[config.mk]
export PLATFORM = sky130hd
export DESIGN_NAME = control_unit
export DESIGN_NICKNAME = d
export VERILOG_FILES = /design/src/rtl/control_unit.sv
export SDC_FILE = /design/constraint.sdc
export NUM_CORES = 1
export LEC_CHECK = 0
export CORE_MARGIN = 1.5
export CORE_UTILIZATION = 46
export DETAILED_ROUTE_END_ITERATION = 8
export PLACE_DENSITY = 0.9
export SYNTH_ARGS = -nofsm -noshare
export SYNTH_HDL_FRONTEND = slang
export SYNTH_SLANG_ARGS = --single-unit
[constraint.sdc]
create_clock -name clk -period 1.7 [get_ports clk]
set_clock_uncertainty 0.1 [all_clocks]
set_input_delay 0.255 -clock clk [delete_from_list [all_inputs] [get_ports clk]]
set_output_delay 0.255 -clock clk [all_outputs]
set_load 0.03 [all_outputs]
[src/rtl/control_unit.sv]
// Multicycle control FSM: sequences fetch, decode, the integer subset and the
// invalid-opcode / overflow exception path, driving every datapath control.
module control_unit #(
    parameter int unsigned MEM_WAIT = 1
) (
    input  logic       clk,
    input  logic       rst,
    input  logic [5:0] opcode,
    input  logic [5:0] funct,
    input  logic       ula_overflow,
    input  logic       ula_eq,
    output logic       crtl_pcwrite,
    output logic [2:0] crtl_pcsource,
    output logic [1:0] crtl_iord,
    output logic [1:0] crtl_error,
    output logic       crtl_memwrite,
    output logic [1:0] crtl_ss,
    output logic [1:0] crtl_ls,
    output logic       crtl_irwrite,
    output logic       crtl_memDataRegWrite,
    output logic       crtl_rega,
    output logic       crtl_regb,
    output logic       crtl_regaluout,
    output logic       crtl_regepc,
    output logic       crtl_regwrite,
    output logic [2:0] crtl_regdst,
    output logic [3:0] crtl_memtoreg,
    output logic       crtl_ulasrca,
    output logic [1:0] crtl_ulasrcb,
    output logic [2:0] crtl_ula
);
    localparam int unsigned CNT_W = 3;

    typedef enum logic [4:0] {
        S_RESET, S_FETCH0, S_FETCH_WAIT, S_FETCH2, S_DECODE,
        S_EXEC, S_WB_R, S_JR, S_EXEC_I, S_WB_I,
        S_ADDR, S_MEM0, S_MEM_WAIT, S_MEM2, S_WB_LW, S_SW,
        S_BRANCH, S_J, S_JAL,
        S_EXC0, S_EXC_WAIT, S_EXC2, S_EXC3
    } state_t;

    state_t           state_q, state_d;
    logic [CNT_W-1:0] cnt_q, cnt_d;
    logic [1:0]       err_q, err_d;
    logic             wait_done;

    assign wait_done = (cnt_q == CNT_W'(MEM_WAIT - 1));

    always_ff @(posedge clk or posedge rst) begin
        if (rst) begin
            state_q <= S_RESET;
            cnt_q   <= '0;
            err_q   <= '0;
        end else begin
            state_q <= state_d;
            cnt_q   <= cnt_d;
            err_q   <= err_d;
        end
    end

    always_comb begin
        state_d              = state_q;
        cnt_d                = '0;
        err_d                = err_q;
        crtl_pcwrite         = 1'b0;
        crtl_pcsource        = 3'b000;
        crtl_iord            = 2'b00;
        crtl_error           = 2'b00;
        crtl_memwrite        = 1'b0;
        crtl_ss              = 2'b00;
        crtl_ls              = 2'b00;
        crtl_irwrite         = 1'b0;
        crtl_memDataRegWrite = 1'b0;
        crtl_rega            = 1'b0;
        crtl_regb            = 1'b0;
        crtl_regaluout       = 1'b0;
        crtl_regepc          = 1'b0;
        crtl_regwrite        = 1'b0;
        crtl_regdst          = 3'b000;
        crtl_memtoreg        = 4'b0000;
        crtl_ulasrca         = 1'b0;
        crtl_ulasrcb         = 2'b00;
        crtl_ula             = 3'b000;

        case (state_q)
            S_RESET: state_d = S_FETCH0;
            S_FETCH0, S_FETCH_WAIT, S_FETCH2: begin
                crtl_ulasrcb = 2'b01;
                crtl_ula     = 3'b001;
                if (state_q == S_FETCH0) begin
                    state_d = S_FETCH_WAIT;
                end else if (state_q == S_FETCH_WAIT) begin
                    if (wait_done) state_d = S_FETCH2;
                    else           cnt_d   = cnt_q + CNT_W'(1);
                end else begin
                    crtl_irwrite = 1'b1;
                    crtl_pcwrite = 1'b1;
                    state_d      = S_DECODE;
                end
            end
            S_DECODE: begin
                crtl_rega      = 1'b1;
                crtl_regb      = 1'b1;
                crtl_regaluout = 1'b1;
                crtl_ulasrcb   = 2'b11;
                crtl_ula       = 3'b001;
                // Anything not recognised here takes the invalid-opcode trap.
                state_d        = S_EXC0;
                err_d          = 2'b00;
                case (opcode)
                    6'h00: begin
                        if (funct == 6'h20 || funct == 6'h22 || funct == 6'h24) state_d = S_EXEC;
                        else if (funct == 6'h08)                                 state_d = S_JR;
                    end
                    6'h08:        state_d = S_EXEC_I;
                    6'h23, 6'h2B: state_d = S_ADDR;
                    6'h04, 6'h05: state_d = S_BRANCH;
                    6'h02:        state_d = S_J;
                    6'h03:        state_d = S_JAL;
                    default:      state_d = S_EXC0;
                endcase
            end
            S_EXEC: begin
                crtl_ulasrca   = 1'b1;
                crtl_regaluout = 1'b1;
                case (funct)
                    6'h22:   crtl_ula = 3'b010;
                    6'h24:   crtl_ula = 3'b011;
                    default: crtl_ula = 3'b001;
                endcase
                if (ula_overflow && funct != 6'h24) begin
                    state_d = S_EXC0;
                    err_d   = 2'b01;
                end else begin
                    state_d = S_WB_R;
                end
            end
            S_WB_R: begin
                crtl_regdst   = 3'b001;
                crtl_memtoreg = 4'b0001;
                crtl_regwrite = 1'b1;
                state_d       = S_FETCH0;
            end
            S_JR: begin
                crtl_pcwrite  = 1'b1;
                crtl_pcsource = 3'b011;
                state_d       = S_FETCH0;
            end
            S_EXEC_I, S_ADDR: begin
                crtl_ulasrca   = 1'b1;
                crtl_ulasrcb   = 2'b10;
                crtl_ula       = 3'b001;
                crtl_regaluout = 1'b1;
                if (state_q == S_ADDR) begin
                    state_d = (opcode == 6'h2B) ? S_SW : S_MEM0;
                end else if (ula_overflow) begin
                    state_d = S_EXC0;
                    err_d   = 2'b01;
                end else begin
                    state_d = S_WB_I;
                end
            end
            S_WB_I: begin
                crtl_memtoreg = 4'b0001;
                crtl_regwrite = 1'b1;
                state_d       = S_FETCH0;
            end
            S_MEM0: begin
                crtl_iord = 2'b10;
                state_d   = S_MEM_WAIT;
            end
            S_MEM_WAIT: begin
                crtl_iord = 2'b10;
                if (wait_done) state_d = S_MEM2;
                else           cnt_d   = cnt_q + CNT_W'(1);
            end
            S_MEM2: begin
                crtl_iord            = 2'b10;
                crtl_memDataRegWrite = 1'b1;
                state_d              = S_WB_LW;
            end
            S_WB_LW: begin
                crtl_memtoreg = 4'b1001;
                crtl_regwrite = 1'b1;
                state_d       = S_FETCH0;
            end
            S_SW: begin
                crtl_iord     = 2'b10;
                crtl_memwrite = 1'b1;
                state_d       = S_FETCH0;
            end
            S_BRANCH: begin
                crtl_ulasrca  = 1'b1;
                crtl_ula      = 3'b111;
                crtl_pcsource = 3'b010;
                crtl_pcwrite  = (opcode == 6'h05) ? !ula_eq : ula_eq;
                state_d       = S_FETCH0;
            end
            S_J: begin
                crtl_pcwrite  = 1'b1;
                crtl_pcsource = 3'b100;
                state_d       = S_FETCH0;
            end
            S_JAL: begin
                crtl_regdst   = 3'b010;
                crtl_memtoreg = 4'b1000;
                crtl_regwrite = 1'b1;
                crtl_pcwrite  = 1'b1;
                crtl_pcsource = 3'b100;
                state_d       = S_FETCH0;
            end
            S_EXC0: begin
                crtl_ulasrcb = 2'b01;
                crtl_ula     = 3'b010;
                crtl_regepc  = 1'b1;
                crtl_iord    = 2'b01;
                crtl_error   = err_q;
                state_d      = S_EXC_WAIT;
            end
            S_EXC_WAIT: begin
                crtl_iord  = 2'b01;
                crtl_error = err_q;
                if (wait_done) state_d = S_EXC2;
                else           cnt_d   = cnt_q + CNT_W'(1);
            end
            S_EXC2: begin
                // Vector select stays valid through the capture cycle.
                crtl_iord            = 2'b01;
                crtl_error           = err_q;
                crtl_memDataRegWrite = 1'b1;
                state_d              = S_EXC3;
            end
            S_EXC3: begin
                crtl_ls       = 2'b10;
                crtl_pcsource = 3'b101;
                crtl_pcwrite  = 1'b1;
                state_d       = S_FETCH0;
            end
            default: state_d = S_RESET;
        endcase
    end
endmodule

==> results of run 1 <==
-- synth_stat cells, drive strengths merged (6+ instances only) --
library cell / number / area (µm²)
a21oi: 13 / 65.1
o21ai: 6 / 30.0
nand2b: 6 / 40.0
buf: 19 / 129
nand3: 6 / 30.0
nand2: 16 / 62.6
dfrtp: 9 / 225
inv: 10 / 37.5
nor2: 23 / 86.3
nor2b: 7 / 43.8
-- per-stage QoR --
| stage | cell area, µm² | cells | hold slack (ns) |
|---|---|---|---|
| floorplan | 1520 | 202 | -0.0171 |
| detailed placement | 2160 | 306 | 0.382 |
| global placement | 2160 | 306 | 0.360 |
| CTS | 2730 | 334 | 0.161 |
-- cell families after synthesis --
kind of cell | after synthesis | share of synthesized area [%]
buf+inv | 32 | 12.8
simple gates | 98 | 41.3
compound gates | 49 | 24.3
mux | 2 | 1.44
fa+ha+maj | 3 | 2.52
flops | 9 | 16.2
other cells | 1 | 0.269
xor+xnor | 2 | 1.26
-- timing repair --
action,4_1_cts
endpoints found under the setup margin,28
cloned,1
resized for setup,109
hold buffers,0
buffers inserted,23
pin swaps,30
-- metal layers --
layer  overflow  track usage [%]
met5          0                0
met1          0             61.8
met4          1             67.8
met2          1             87.0
met3          0             33.5
==> metrics.txt, run 1 <==
status did not finish; Failed at 5_1_grt; Error [ERROR GRT-0116] Global routing finished with congestion. Check the congestion regions in the DRC Viewer.; # clock sinks 9; CTS Buf Count 3; post-synthesis register bit count 9; I/O pin cnt 49; syn_area_per_cell 7.11 µm²; post-synthesis cell type count 61; Place WS -0.417 ns; GR Util All Layers 62.2%; Most used DFF post-synth dfrtp_1; die width 58.0 µm; root buffer cell clkbuf_4; post-synthesis cell count 196; row cnt 19; clk buf depth 2; GPL Wtd Cong 1.00; EDFF count, synth 0; initial core utilization 49.6%; overflow left after global routing 2; CTS H-tree depth 1; Async SR Flop Fraction 100%; register area share after synthesis 16.2%; vias in the first global route 2,749; Post-Syn Area 1390 µm²; chip height 58.0 µm; YS warnings 0; global-route wire length before repair 15,300 µm; Final HPWL DP 3660 µm; largest net degree at the start of global routing 10; port bufs 41
==> inputs of run 2 (changes only) <==
- CORE_AREA: default -> 2 2 63 65
- CORE_MARGIN: 1.5 -> default
- CORE_UTILIZATION: 46 -> default
- DIE_AREA: default -> 0 0 65 67
- PLACE_DENSITY: 0.9 -> default
- PLACE_DENSITY_LB_ADDON: default -> 0.15
==> run 2 against run 1 <==
  * The flow now finishes, with violations (setup timing)
  * Area after synthesis stayed put
  * Synthesized cell count stayed put
==> metrics.txt, run 2 <==
status complete, but fails checks (was did not finish); failing checks setup timing; worst hold margin 0.213 ns; Layout area overhead 116%; Final Non-Filler Cells 373; row cnt 22 (was 19); clk buf depth 2 (unchanged); Finished Cell Area 3010 µm²; clk_lat worst skew 0.24 ns; drt pass-1 iters 5; Worst Setup Slack, final -0.224 ns; final-report max-slew violation count 0; post-synthesis cell type count 61 (unchanged); Worst Setup End Kind output port; top post-synthesis cells by count nor2_1 (23), nand2_1 (15), a21oi_1 (13) (unchanged); Final HPWL DP 3570 µm (was 3660 µm); Hold Vio Cnt, Final 0; most common cell after layout, fill and taps aside buf_4; # clock sinks 9 (unchanged); Die Area 4360 µm²; Largest Register state_q; CP bufs+invs 2; Iter 0 DRT Violations 131; GPL Wtd Cong 0.815 (was 1.00); vias post-DR 2,167; clock-pin transition on the worst setup and hold timing paths 0.05 ns; YS warnings 0 (unchanged); max reg flops 5; VDD IR max 0.000813 V; vias in the first global route 1,865; Largest regs state_q (5), cnt_q (3), err_q (1); chip height 67 µm (was 58.0 µm); f_max 520 MHz; fin crit period 1.92 ns; TritonCTS clock tree done; post-synth top area share 16.2% (unchanged); critical path's most frequent cell nand2b_4; GR Util All Layers 26.6%; Critical-path top delay cell dfrtp_2; CTS Buf Count 3 (unchanged); global-route wire length before repair 9050 µm; Final setup viols 34; EDFF count, synth 0 (unchanged); most frequent cells in the layout buf_4 (80), buf_6 (45), nor2_1 (11), nand2_1 (11); crit path DAT 1.57 ns; post-synthesis cell count 196 (unchanged); layout cells sized above 1 64.9%; register area share after synthesis 16.2% (unchanged); worst stage delay on the critical path 0.49 ns; crit-path max FO 7; CP cell instances nand2b_4, nand2b_4, buf_6, a21oi_1, buf_4; root buffer cell clkbuf_8 (was clkbuf_4); Post-Syn Area 1390 µm² (unchanged); Setup CP Type reg2out; CTS H-tree depth 1 (unchanged); Sum Neg Setup Slack -4.61 ns; die width 65 µm (was 58.0 µm); post-synthesis register bit count 9 (unchanged); post-route ant nets 0; most frequent cell after synthesis nor2_1 (unchanged); Max-Cap Viols 0; top cell type by total area after synthesis dfrtp_1 (unchanged); crit-path leading delay family flip-flops; Routed WL 7070 µm; core footprint 3610 µm²; Layout Nets 344; fin crit share 113%; syn_area_per_cell 7.11 µm² (unchanged); initial antenna violation count 0; RSZ-0062 raised after global routing true; I/O pin cnt 49 (unchanged); DRC viols 0; Most used DFF post-synth dfrtp_1 (unchanged); port bufs 41 (unchanged); largest net degree at the start of global routing 10; Cells after DPL 332 (was 306); top post-synthesis cells by area dfrtp_1 (16%), nor2_1 (6.2%), buf_4 (5.9%), a21oi_1 (4.7%), nand2_1 (4.0%) (unchanged); Worst EP required 1.34 ns; overflow left after global routing 0; WL/cell 19.0 µm; Worst setup SP type register; initial core utilization 38.6% (was 49.6%); Hold WC Path Type in2async; placed instance area 2250 µm² (was 2160 µm²); Async SR Flop Fraction 100% (unchanged); ant diodes 0; Vias/cell 5.81; fin util 83.4%; leak pwr 1.36 nW; Power Density 1600 nW/µm²
-- run 2: metrics by stage --
stage | total power [mW] | setup slack (ns)
finish | 4.83 | -0.224
global route | 5.00 | -0.299
CTS | 4.08 | -0.171
detailed placement | 3.11 | -0.454
global placement | 3.09 | -0.416
floorplan | 2.07 | -0.137
-- run 2: path summary, 6_finish.rpt --
kind | endpoint | from | slack, ns | depth (start not counted)
min in group clk | cnt_q[0]$_DFF_PP0_ | cnt_q[0]$_DFF_PP0_ | 0.38 | 1
worst min register to register | cnt_q[0]$_DFF_PP0_ | cnt_q[0]$_DFF_PP0_ | 0.38 | 1
worst max-delay path | crtl_memtoreg[3] | state_q[3]$_DFFE_PP0P_ | -0.22 | 5
worst min-delay path | cnt_q[2]$_DFF_PP0_ | rst | 0.21 | 2
max in group asynchronous | state_q[1]$_DFFE_PP0P_ | rst | 0.98 | 2
worst max register to register | cnt_q[1]$_DFF_PP0_ | state_q[3]$_DFFE_PP0P_ | -0.14 | 7
-- run 2: kinds of logic after synthesis --
logic type	count (synthesis)	share of synthesized area (%)
adder cells (fa/ha/maj)	3	2.52
flip-flops	9	16.2
buffers and inverters	32	12.8
XOR/XNOR	2	1.26
AND/OR/NAND/NOR	98	41.3
AO/OA/AOI/OAI	49	24.3
other	1	0.269
multiplexers	2	1.44
-- run 2: final cells by class --
| cell class | instances | area, µm² |
|---|---|---|
| inverters | 10 | 40.0 |
| well taps | 48 | 60.1 |
| flip-flops and latches | 9 | 231 |
| fillers | 198 | 597 |
| clock buffers | 4 | 45.0 |
| repair buffers | 141 | 1250 |
| multi-input cells | 161 | 1380 |
-- run 2: report_power, final --
group | total, mW | switching (mW) | internal [mW] | leakage (nW)
Clock | 0.262 | 0.0978 | 0.165 | 0.0228
Combinational | 4.14 | 2.10 | 2.03 | 1.23
Sequential | 0.427 | 0.142 | 0.285 | 0.111
Total | 4.83 | 2.34 | 2.48 | 1.36
-- run 2: what timing repair did --
| item | 4_1_cts | 5_1_grt |
|---|---|---|
| endpoints found under the setup margin | 31 | 34 |
| gates resized for setup | 103 | 49 |
| hold buffers | 0 | 0 |
| hold endpoints to repair | 0 | 0 |
| buffers inserted | 25 | 12 |
| pin swaps | 29 | 14 |
| cloned | 0 | 0 |
-- run 2: routing by layer --
metal  vias to the layer above  global-route usage [%]  share of wire (%)
li1                        971                       -                  -
met1                      1050                    33.1                 40
met2                       122                    49.4                 50
met3                        24                    1.52                6.2
met4                         0                    7.18                3.4
met5                         -                       0                  0
No activity file was read; power rests on OpenSTA's default activity.
==> inputs of run 3 (changes only) <==
- ABC_CLOCK_PERIOD_IN_PS: default -> 1700
==> results of run 3 <==
The final DEF is identical to that of run 2; final timing and power are the same.
